File: src/rtl/minterm_scan.sv
// minterm_scan: steps W through every code, waits SETTLE cycles,
// samples f into TT[W]. Ports: Clock/Resetn/Start/f in; W/En/TT/Busy/Done out.
module minterm_scan #(
  parameter int N      = 3,
  parameter int SETTLE = 1
) (
  input  logic            Clock,
  input  logic            Resetn,
  input  logic            Start,
  input  logic            f,
  output logic [N-1:0]    W,
  output logic            En,
  output logic [2**N-1:0] TT,
  output logic            Busy,
  output logic            Done
);

  localparam int M = 2**N;
  localparam logic [N-1:0] WMAX = N'(M - 1);
  localparam logic [3:0] SET = 4'(SETTLE);

  typedef enum logic [1:0] {
    S_IDLE,
    S_SETTLE,
    S_SAMPLE,
    S_DONE
  } state_t;

  state_t         state, state_n;
  logic [3:0]     cnt, cnt_n;
  logic [N-1:0]   w_n;
  logic           en_n, busy_n, done_n;
  logic [M-1:0]   tt_n;
  state_t         first;

  // zero settle time skips straight to sampling
  assign first = (SET == 4'd0) ? S_SAMPLE : S_SETTLE;

  always_ff @(posedge Clock or negedge Resetn) begin
    if (!Resetn) begin
      state <= S_IDLE;
      cnt   <= '0;
      W     <= '0;
      En    <= 1'b0;
      TT    <= '0;
      Busy  <= 1'b0;
      Done  <= 1'b0;
    end else begin
      state <= state_n;
      cnt   <= cnt_n;
      W     <= w_n;
      En    <= en_n;
      TT    <= tt_n;
      Busy  <= busy_n;
      Done  <= done_n;
    end
  end

  always_comb begin
    state_n = state;
    cnt_n   = cnt;
    w_n     = W;
    en_n    = En;
    tt_n    = TT;
    busy_n  = Busy;
    done_n  = 1'b0;
    unique case (state)
      S_IDLE: begin
        w_n  = '0;
        en_n = 1'b0;
        if (Start) begin
          tt_n    = '0;
          en_n    = 1'b1;
          busy_n  = 1'b1;
          cnt_n   = SET;
          state_n = first;
        end
      end
      S_SETTLE: begin
        cnt_n = cnt - 4'd1;
        if (cnt <= 4'd1)
          state_n = S_SAMPLE;
      end
      S_SAMPLE: begin
        tt_n[W] = f;
        if (W != WMAX) begin
          w_n     = W + N'(1);
          cnt_n   = SET;
          state_n = first;
        end else begin
          w_n     = '0;
          en_n    = 1'b0;
          busy_n  = 1'b0;
          done_n  = 1'b1;
          state_n = S_DONE;
        end
      end
      S_DONE: begin
        state_n = S_IDLE;
      end
      default: begin
        state_n = S_IDLE;
      end
    endcase
  end

endmodule

File: config.mk
export PLATFORM = sky130hd
export DESIGN_NAME = minterm_scan
export DESIGN_NICKNAME = d
export VERILOG_FILES = /design/src/rtl/minterm_scan.sv
export SDC_FILE = /design/constraint.sdc
export NUM_CORES = 1
export LEC_CHECK = 0
export BUFFER_PORTS_ARGS = -buffer_cell sky130_fd_sc_hd__buf_4
export CORE_UTILIZATION = 50
export CTS_BUF_LIST = sky130_fd_sc_hd__clkbuf_16
export CTS_CLUSTER_DIAMETER = 30
export DETAILED_ROUTE_END_ITERATION = 8
export PLACE_DENSITY = 0.8
export SLEW_MARGIN = 20
export SYNTH_ARGS = -nofsm -noshare
export SYNTH_HDL_FRONTEND = slang
export SYNTH_SLANG_ARGS = --single-unit
File: constraint.sdc
create_clock -name Clock -period 4.48 [get_ports Clock]
set_clock_uncertainty 0.15 [all_clocks]
set_input_delay 0.224 -clock Clock [delete_from_list [all_inputs] [get_ports Clock]]
set_output_delay 0.224 -clock Clock [all_outputs]
set_load 0.01 [all_outputs]
==> results of run 1 <==
-- area by class of cell --
class	count	share of cell area, %
Clock buffer	3	6.192
Inverter	4	1.238
Multi-Input combinational cell	63	37.36
Sequential cell	20	41.28
Tap cell	25	2.580
Timing Repair Buffer	18	11.35
-- cell families after synthesis --
group / count (synthesis) / share of synthesized area, %
AND/OR/NAND/NOR: 32 / 17.47
flip-flops: 20 / 49.57
AO/OA/AOI/OAI: 19 / 14.75
buffers and inverters: 10 / 5.576
multiplexers: 6 / 5.948
adder cells (fa/ha/maj): 4 / 4.957
XOR/XNOR: 2 / 1.735
-- registers in the layout (all words and copies together) (netlist names) --
name   cells
W          3
Busy       1
En         1
Done       1
cnt        4
state      2
TT         8
-- critical path: cells and delay by family (launching register included) --
| kind | cells | cell delay, ns |
|---|---|---|
| AND/OR/NAND/NOR | 2 | 0.70 |
| flip-flops | 1 | 0.62 |
| multiplexers | 1 | 0.15 |
-- per-stage QoR --
| step | cells | worst slack (ns) |
|---|---|---|
| global route | 133 | 2.591 |
| floorplan | 93 | 2.824 |
| detailed placement | 129 | 2.742 |
| global placement | 129 | 2.781 |
| CTS | 133 | 2.723 |
| finish | 133 | 2.729 |
-- where the power goes --
part | internal [mW] | switching [mW]
logic | 0.103 | 0.0899
clock network | 0.117 | 0.0588
registers | 0.221 | 0.0730
total | 0.442 | 0.222
-- how the worst min path moves through the flow --
stage                       from                    to  slack (ns)  cells after the start
after floorplan           Resetn      Busy$_DFFE_PN0P_       -0.22                      0
after global placement    Resetn  state[1]$_DFFE_PN0P_       -0.03                      1
after detailed placement  Resetn        Done$_DFF_PN0_       -0.03                      1
after CTS                  Start  state[0]$_DFFE_PN0P_        0.11                      3
after global routing       Start  state[0]$_DFFE_PN0P_        0.12                      3
final                      Start  state[0]$_DFFE_PN0P_        0.11                      3
-- what timing repair did --
action	4_1_cts	5_1_grt
endpoints found under the setup margin	0	0
hold buffers	1	0
hold endpoints to repair	20	0
-- routing by layer --
layer  up-vias  wire, µm  global-route usage [%]
met1       345       901                   29.30
met5         -         0                       0
met2        21       740                   27.22
li1        363         -                       -
met4         0        10                   6.857
met3         2        91                   5.769
-- cells in the final DEF, fill, tap and decap left out, drive strengths merged --
master and instances:
a211o 1, a21o 1, a21oi 2, a22o 5
a22oi 1, a31o 1, buf 17, clkbuf 3
dfrtp 20, dlygate4sd3 1, ha 4, inv 4
mux2i 6, nand2 14, nand3 1, nand3b 3
nor2 5, nor2b 1, nor3 3, nor3b 3
nor4 1, o211ai 1, o21ai 3, o311ai 1
o31ai 2, o41ai 1, or3b 1, xor2 2
==> metrics.txt, run 1 <==
Clock Sinks=20; status=finished, final reports clean; Max Cap Viol=0; Die ar.=2203 µm²; Crit-path slowest cell=dfrtp_1; EDFF count, synth=0; syn_nets=101; Starting DRT DRC Count=16; kind of start point of the critical path=flip-flop; largest net degree at the start of global routing=21; Root Driver=clkbuf_16; dpl cell area=1127 µm²; Seq. cell area=500.5 µm²; core box area=1802 µm²; Synth top area share=49.57%; multi-input combinational cell area=452.9 µm²; crit path time final=1.751 ns; R2R setup slack=2.73 ns; Max clock buf depth=2; Setup crit end=TT[4]$_DFFE_PN0P_; GRT Total Usage=19.71%; post-synthesis cell type count=29; Post-CTS Setup Inserts=0; Rel. slew slack=64.37%; Max H-tree Level=1; mean post-synth cell area=10.86 µm²; dpl hpwl=1.214 mm; RSZ-0062 raised after global routing=no; Final Hold Vio Count=0; vias in the first global route=656; Core Rows=15; Yosys reg bits=20; Final period util=39.07%; Starting Density=56.04%; asr flop ratio synth=100.0%; required time worst endpoint=4.45 ns; vias per inst=5.496; CTS tree=built; chip width=46.94 µm; TritonCTS buffer count=3; Post-synth top cells=dfrtp_1 (20), nand2_1 (14), mux2i_1 (6), a22o_1 (5), nor2_1 (5); yosys warns=0; Design Area, Final=1212 µm²; Worst-Margin Slew=0.5333 ns; Syn Inst Count=93; DRC Markers=0; final core occ=67.29%; die height=46.94 µm; Setup crit start=state[1]$_DFFE_PN0P_; Max Slew Vio Count=0; global route total overflow=0; layout cells sized above 1=22.22%; Worst Path Arrival=1.72 ns; HP Class=in -> reg; pwr dens=547.1 nW/µm²; layout overhead on the synthesized area=20.07%; post-route ant nets=0; RR Startpoint=state[1]$_DFFE_PN0P_; Critical Path Sink Type=flip-flop; leading area contributor after synthesis=dfrtp_1; IO Pins=18; prevailing post-synth register cell=dfrtp_1; Worst Reg2Reg Path Length in Cells=3; Crit Path Class=reg -> reg; RePlAce Congestion=0.8513; Max Fclk=0.5713 GHz; Tot Pwr=0.6633 mW; Setup TNS=0 ns; Max IR drop VDD=0.3459 mV; RR Endpoint=TT[4]$_DFFE_PN0P_; fillers=141; IO Port Bufs=17; Antenna Cells=0; sequential area share after synthesis=49.57%; synth top area cells=dfrtp_1 (50%), mux2i_1 (5.9%), nand2_1 (5.2%); vias after detailed routing=731; register clock-pin slew on the reported worst setup and hold paths=0.05 ns; routed len/inst=13.11 µm; Max FO, Critical Path=13; Post-layout nets=118; leakage=0.6245 nW; Pre-Repair DR Iteration Count=4; Synth Cell Area=1010 µm²; count leader, synth=dfrtp_1; WL final=1.744 mm; PostCTS Resize Cnt=0; initial antenna violation count=0; WHS=0.1076 ns; clk_lat worst skew=0.25 ns; # setup viols final=0; first-pass GRT wire length=3.029 mm; ordered list of cells on the worst path=nor3b_1 > nand3b_1 > mux2i_1; Critical Path Max Stage Delay=0.62 ns
Power figures use the tool's default switching activity.
==> inputs of run 2 (changes only) <==
CORE_UTILIZATION = 48   (was 50)
clock period = 1.5 ns   (was 4.48 ns; I/O delays follow)
==> metrics.txt, run 2 (synthesized netlist as in run 1, its figures left out) <==
status=finished, final reports clean; register clock-pin slew on the reported worst setup and hold paths=0.05 ns; Starting DRT DRC Count=11; layout overhead on the synthesized area=32.34%; Setup TNS=0 ns; RSZ-0062 raised after global routing=no; Worst Reg2Reg Path Length in Cells=4; Pre-Repair DR Iteration Count=4; WL final=2.244 mm; GRT Total Usage=22.24%; TritonCTS buffer count=3; commonest non-fill, non-tap cell in the layout=buf_4; global route total overflow=0; Starting Density=51.47%; Max Cap Viol=0; Post-layout nets=127; Hold Path Cell Cnt=3; Max H-tree Level=1; RR Startpoint=W[0]$_DFFE_PN0P_; Max Slew Vio Count=0; die height=47.87 µm; HP Class=in -> reg; CTS tree=built; R2R setup slack=0.03 ns; hold_sp=f; largest net degree at the start of global routing=21; Crit-path slowest cell=dfrtp_2; Max IR drop VDD=1.454 mV; Placed Cells=139; Worst Path Arrival=1.46 ns; largest register by flop count=TT; dpl hpwl=1.506 mm; most frequent cells in the layout=buf_4 (25), dfrtp_1 (18), nand2_1 (14), mux2i_1 (6); max reg flops=8; Core Rows=16; IO Pins=18; Max clock buf depth=2; chip width=47.87 µm; Critical Path Sink Type=flip-flop; Clock Sinks=20; Setup crit start=W[0]$_DFFE_PN0P_; # setup viols final=0; Root Driver=clkbuf_16; post-route ant nets=0; Final period util=97.93%; RePlAce Congestion=0.7493; top flop regs=TT x8, cnt x4, W x3; initial antenna violation count=0; Max FO, Critical Path=4; clk_lat worst skew=0.25 ns; leakage=0.6628 nW; Crit path top cell by count=ha_4; Rel. slew slack=82.09%; DRC Markers=0; Final Hold Vio Count=0; vias after detailed routing=801; Max Fclk=0.6808 GHz; Crit Path Class=reg -> reg; Die ar.=2291 µm²; Antenna Cells=0; first-pass GRT wire length=3.498 mm; routed len/inst=15.48 µm; kind of start point of the critical path=flip-flop; crit path time final=1.469 ns; IO Port Bufs=17; ordered list of cells on the worst path=ha_4 > ha_4 > a21o_1 > a211o_1; layout cells sized above 1=35.59%; required time worst endpoint=1.49 ns; vias per inst=5.524; fin cells=145; core box area=1962 µm²; pwr dens=1635 nW/µm²; Critical Path Max Stage Delay=0.42 ns; Worst-Margin Slew=0.2664 ns; Tot Pwr=2.184 mW; vias in the first global route=773
-- run 2: report_power, final --
group | total (mW) | internal [mW] | switching [mW] | leakage [nW]
clock network | 0.541 | 0.355 | 0.186 | 0.0385
logic | 0.859 | 0.414 | 0.445 | 0.365
registers | 0.785 | 0.668 | 0.117 | 0.259
total | 2.18 | 1.44 | 0.747 | 0.663
-- run 2: layout make-up --
| type | count | area [µm²] |
|---|---|---|
| fill | 161 | 625.6 |
| sequential | 20 | 503.0 |
| multi-input combinational | 63 | 498.0 |
| timing repair buffer | 27 | 207.7 |
| clock buffer | 3 | 75.07 |
| tap | 27 | 33.78 |
| inverter | 4 | 15.01 |
| clock inverter | 1 | 3.754 |
-- run 2: worst max-delay path, delay by kind of cell (launching register included) --
kind                       cells  cell delay (ns)
adders and majority gates      2             0.33
AOI/OAI and AO/OA              2             0.45
DFF                            1             0.42
-- run 2: worst paths after layout --
kind / to
hold reg to reg: En$_DFFE_PN0P_
hold / removal: TT[0]$_DFFE_PN0P_
min in group asynchronous: TT[7]$_DFFE_PN0P_
setup reg to reg: cnt[2]$_DFFE_PN0P_
setup / recovery: cnt[2]$_DFFE_PN0P_
max in group asynchronous: W[0]$_DFFE_PN0P_
-- run 2: metal layers --
metal	routed length [µm]	vias to the layer above	global-route usage [%]	part of all wire [%]
li1	-	380	-	-
met2	1093	17	34.86	49
met3	55	7	3.774	2.5
met5	0	-	0	0
met1	1047	397	30.81	47
met4	47	0	8.333	2.1
-- run 2: what timing repair did --
action | in CTS | in global routing
hold buffers | 2 | 0
hold endpoints to repair | 21 | 0
setup buffers | 0 | 0
endpoints found under the setup margin | 1 | 8
resized for setup | 1 | 6
pin swaps | 0 | 1
cloned | 0 | 0
-- run 2: per-stage QoR --
step                cell area (µm²)  util [%]  hold slack (ns)  setup slack [ns]
finish                         1336     68.11          0.08793           0.03103
global route                   1336     68.11           0.1176        0.00004219
CTS                            1320     67.28          0.07515           0.02117
detailed placement             1216     61.99          -0.1811           0.03730
global placement               1216     61.99          -0.1852           0.04596
floorplan                      1036         -          -0.3706           0.01571
==> inputs of run 3 (changes only) <==
REMOVE_ABC_BUFFERS = 1   (was not set)
==> metrics.txt, run 3 (synthesized netlist as in run 1, its figures left out) <==
status=finished, final reports clean; Die ar.=2291 µm²; vias per inst=5.441; required time worst endpoint=1.49 ns; Crit Path Class=reg -> reg; Clock Power Share=24.9%; # setup viols final=0; die height=47.87 µm; Setup crit start=W[0]$_DFFE_PN0P_; Gate power share=39.4%; Worst Path Arrival=1.46 ns; Root Driver=clkbuf_16; hold_sp=f; HP Class=in -> reg; Max H-tree Level=1; WL final=1.977 mm; Max Fclk=0.6786 GHz; crit path time final=1.474 ns; Max FO, Critical Path=3; commonest non-fill, non-tap cell in the layout=buf_4; GRT Total Usage=19.27%; Pre-Repair DR Iteration Count=2; layout overhead on the synthesized area=29.74%; clk_lat worst skew=0.25 ns; TritonCTS buffer count=3; Post-layout nets=128; initial antenna violation count=0; Starting DRT DRC Count=10; fillers=167; Starting Density=51.47%; Final period util=98.24%; dpl cell area=1190 µm²; global route total overflow=0; Antenna Cells=0; post-route ant nets=0; top flop regs=TT x8, cnt x4, W x3; vias in the first global route=670; max reg flops=8; vias after detailed routing=789; Rel. slew slack=75.74%; Max Cap Viol=0; RSZ-0062 raised after global routing=yes; register clock-pin slew on the reported worst setup and hold paths=0.05 ns; CTS tree=built; final core occ=66.77%; Design Area, Final=1310 µm²; routed len/inst=13.63 µm; RePlAce Congestion=0.7264; pwr dens=1620 nW/µm²; Final Hold Vio Count=0; sequential fraction of design power=35.6%; largest net degree at the start of global routing=21; Max clock buf depth=2; fin cells=145; Max IR drop VDD=1.251 mV; leakage=0.6700 nW; Worst-Margin Slew=0.3639 ns; Setup TNS=0 ns; IO Port Bufs=17; IO Pins=18; kind of start point of the critical path=flip-flop; RR Startpoint=W[0]$_DFFE_PN0P_; largest register by flop count=TT; chip width=47.87 µm; DRC Markers=0; Max Slew Vio Count=0; Critical Path Sink Type=flip-flop; core box area=1962 µm²; switching part of the total power=33.29%; Core Rows=16; Psw=0.7064 mW; first-pass GRT wire length=2.932 mm; most frequent cells in the layout=buf_4 (26), dfrtp_1 (20), nand2_1 (13), mux2i_1 (6); Clock Sinks=20; dpl hpwl=1.415 mm; Int Pwr=1.415 mW; layout cells sized above 1=30.51%; Placed Cells=139
==> run 3: repair_timing <==
item / CTS / global route
hold buffers: 2 / 0
pin swaps: 1 / 1
setup buffers: 0 / 1
endpoints found under the setup margin: 4 / 2
gates resized for setup: 3 / 1
hold endpoints to repair: 21 / 0
==> run 3: cell type report <==
cell class | instances | area, µm² | area share (%)
Multi-Input combinational cell | 63 | 470.5 | 35.91
Clock buffer | 3 | 75.07 | 5.731
Inverter | 4 | 15.01 | 1.146
Timing Repair Buffer | 28 | 215.2 | 16.43
Tap cell | 27 | 33.78 | 2.579
Sequential cell | 20 | 500.5 | 38.20
==> run 3: routing by layer <==
layer | vias to the layer above | track usage, % | routed length (µm)
met4 | 0 | 11.67 | 39
met5 | - | 0 | 0
li1 | 380 | - | -
met2 | 15 | 32.16 | 989
met3 | 5 | 3.396 | 59
met1 | 389 | 22.95 | 889
==> run 3: worst max-delay path, cell delays in order, from the launching register on <==
cell     delay, ns
dfrtp_1       0.38
ha_2          0.20
ha_4          0.16
buf_4         0.14
nand2_2       0.07
nor2_1        0.05
a31o_2        0.21
==> run 3: power groups by stage <==
stage | Sequential, mW | Combinational, mW | Clock [mW]
3_5_place_dp | 0.770 | 0.807 | 0
2_1_floorplan | 0.867 | 0.387 | 0
4_1_cts | 0.762 | 0.822 | 0.543
6_report | 0.756 | 0.836 | 0.529
5_1_grt | 0.770 | 0.924 | 0.566
3_3_place_gp | 0.761 | 0.775 | 0
==> run 3: worst paths after layout <==
kind                                        endpoint  slack [ns]  cells after the start
worst max-delay path            state[1]$_DFFE_PN0P_        0.03                      6
worst min-delay path               TT[2]$_DFFE_PN0P_        0.05                      3
worst max register to register  state[1]$_DFFE_PN0P_        0.03                      6
worst min register to register     TT[7]$_DFFE_PN0P_        0.38                      2
max in group asynchronous       state[1]$_DFFE_PN0P_        0.90                      2
min in group asynchronous          TT[1]$_DFFE_PN0P_        0.09                      2
==> run 3: stage by stage <==
stage | hold WS, ns | power (mW) | setup slack (ns)
2_1_floorplan | -0.3706 | 1.254 | -0.1813
3_3_place_gp | -0.1844 | 1.535 | -0.01479
3_5_place_dp | -0.1813 | 1.578 | -0.06079
4_1_cts | 0.05689 | 2.127 | 0.004813
5_1_grt | 0.08083 | 2.260 | -0.01735
6_report | 0.05000 | 2.122 | 0.02640
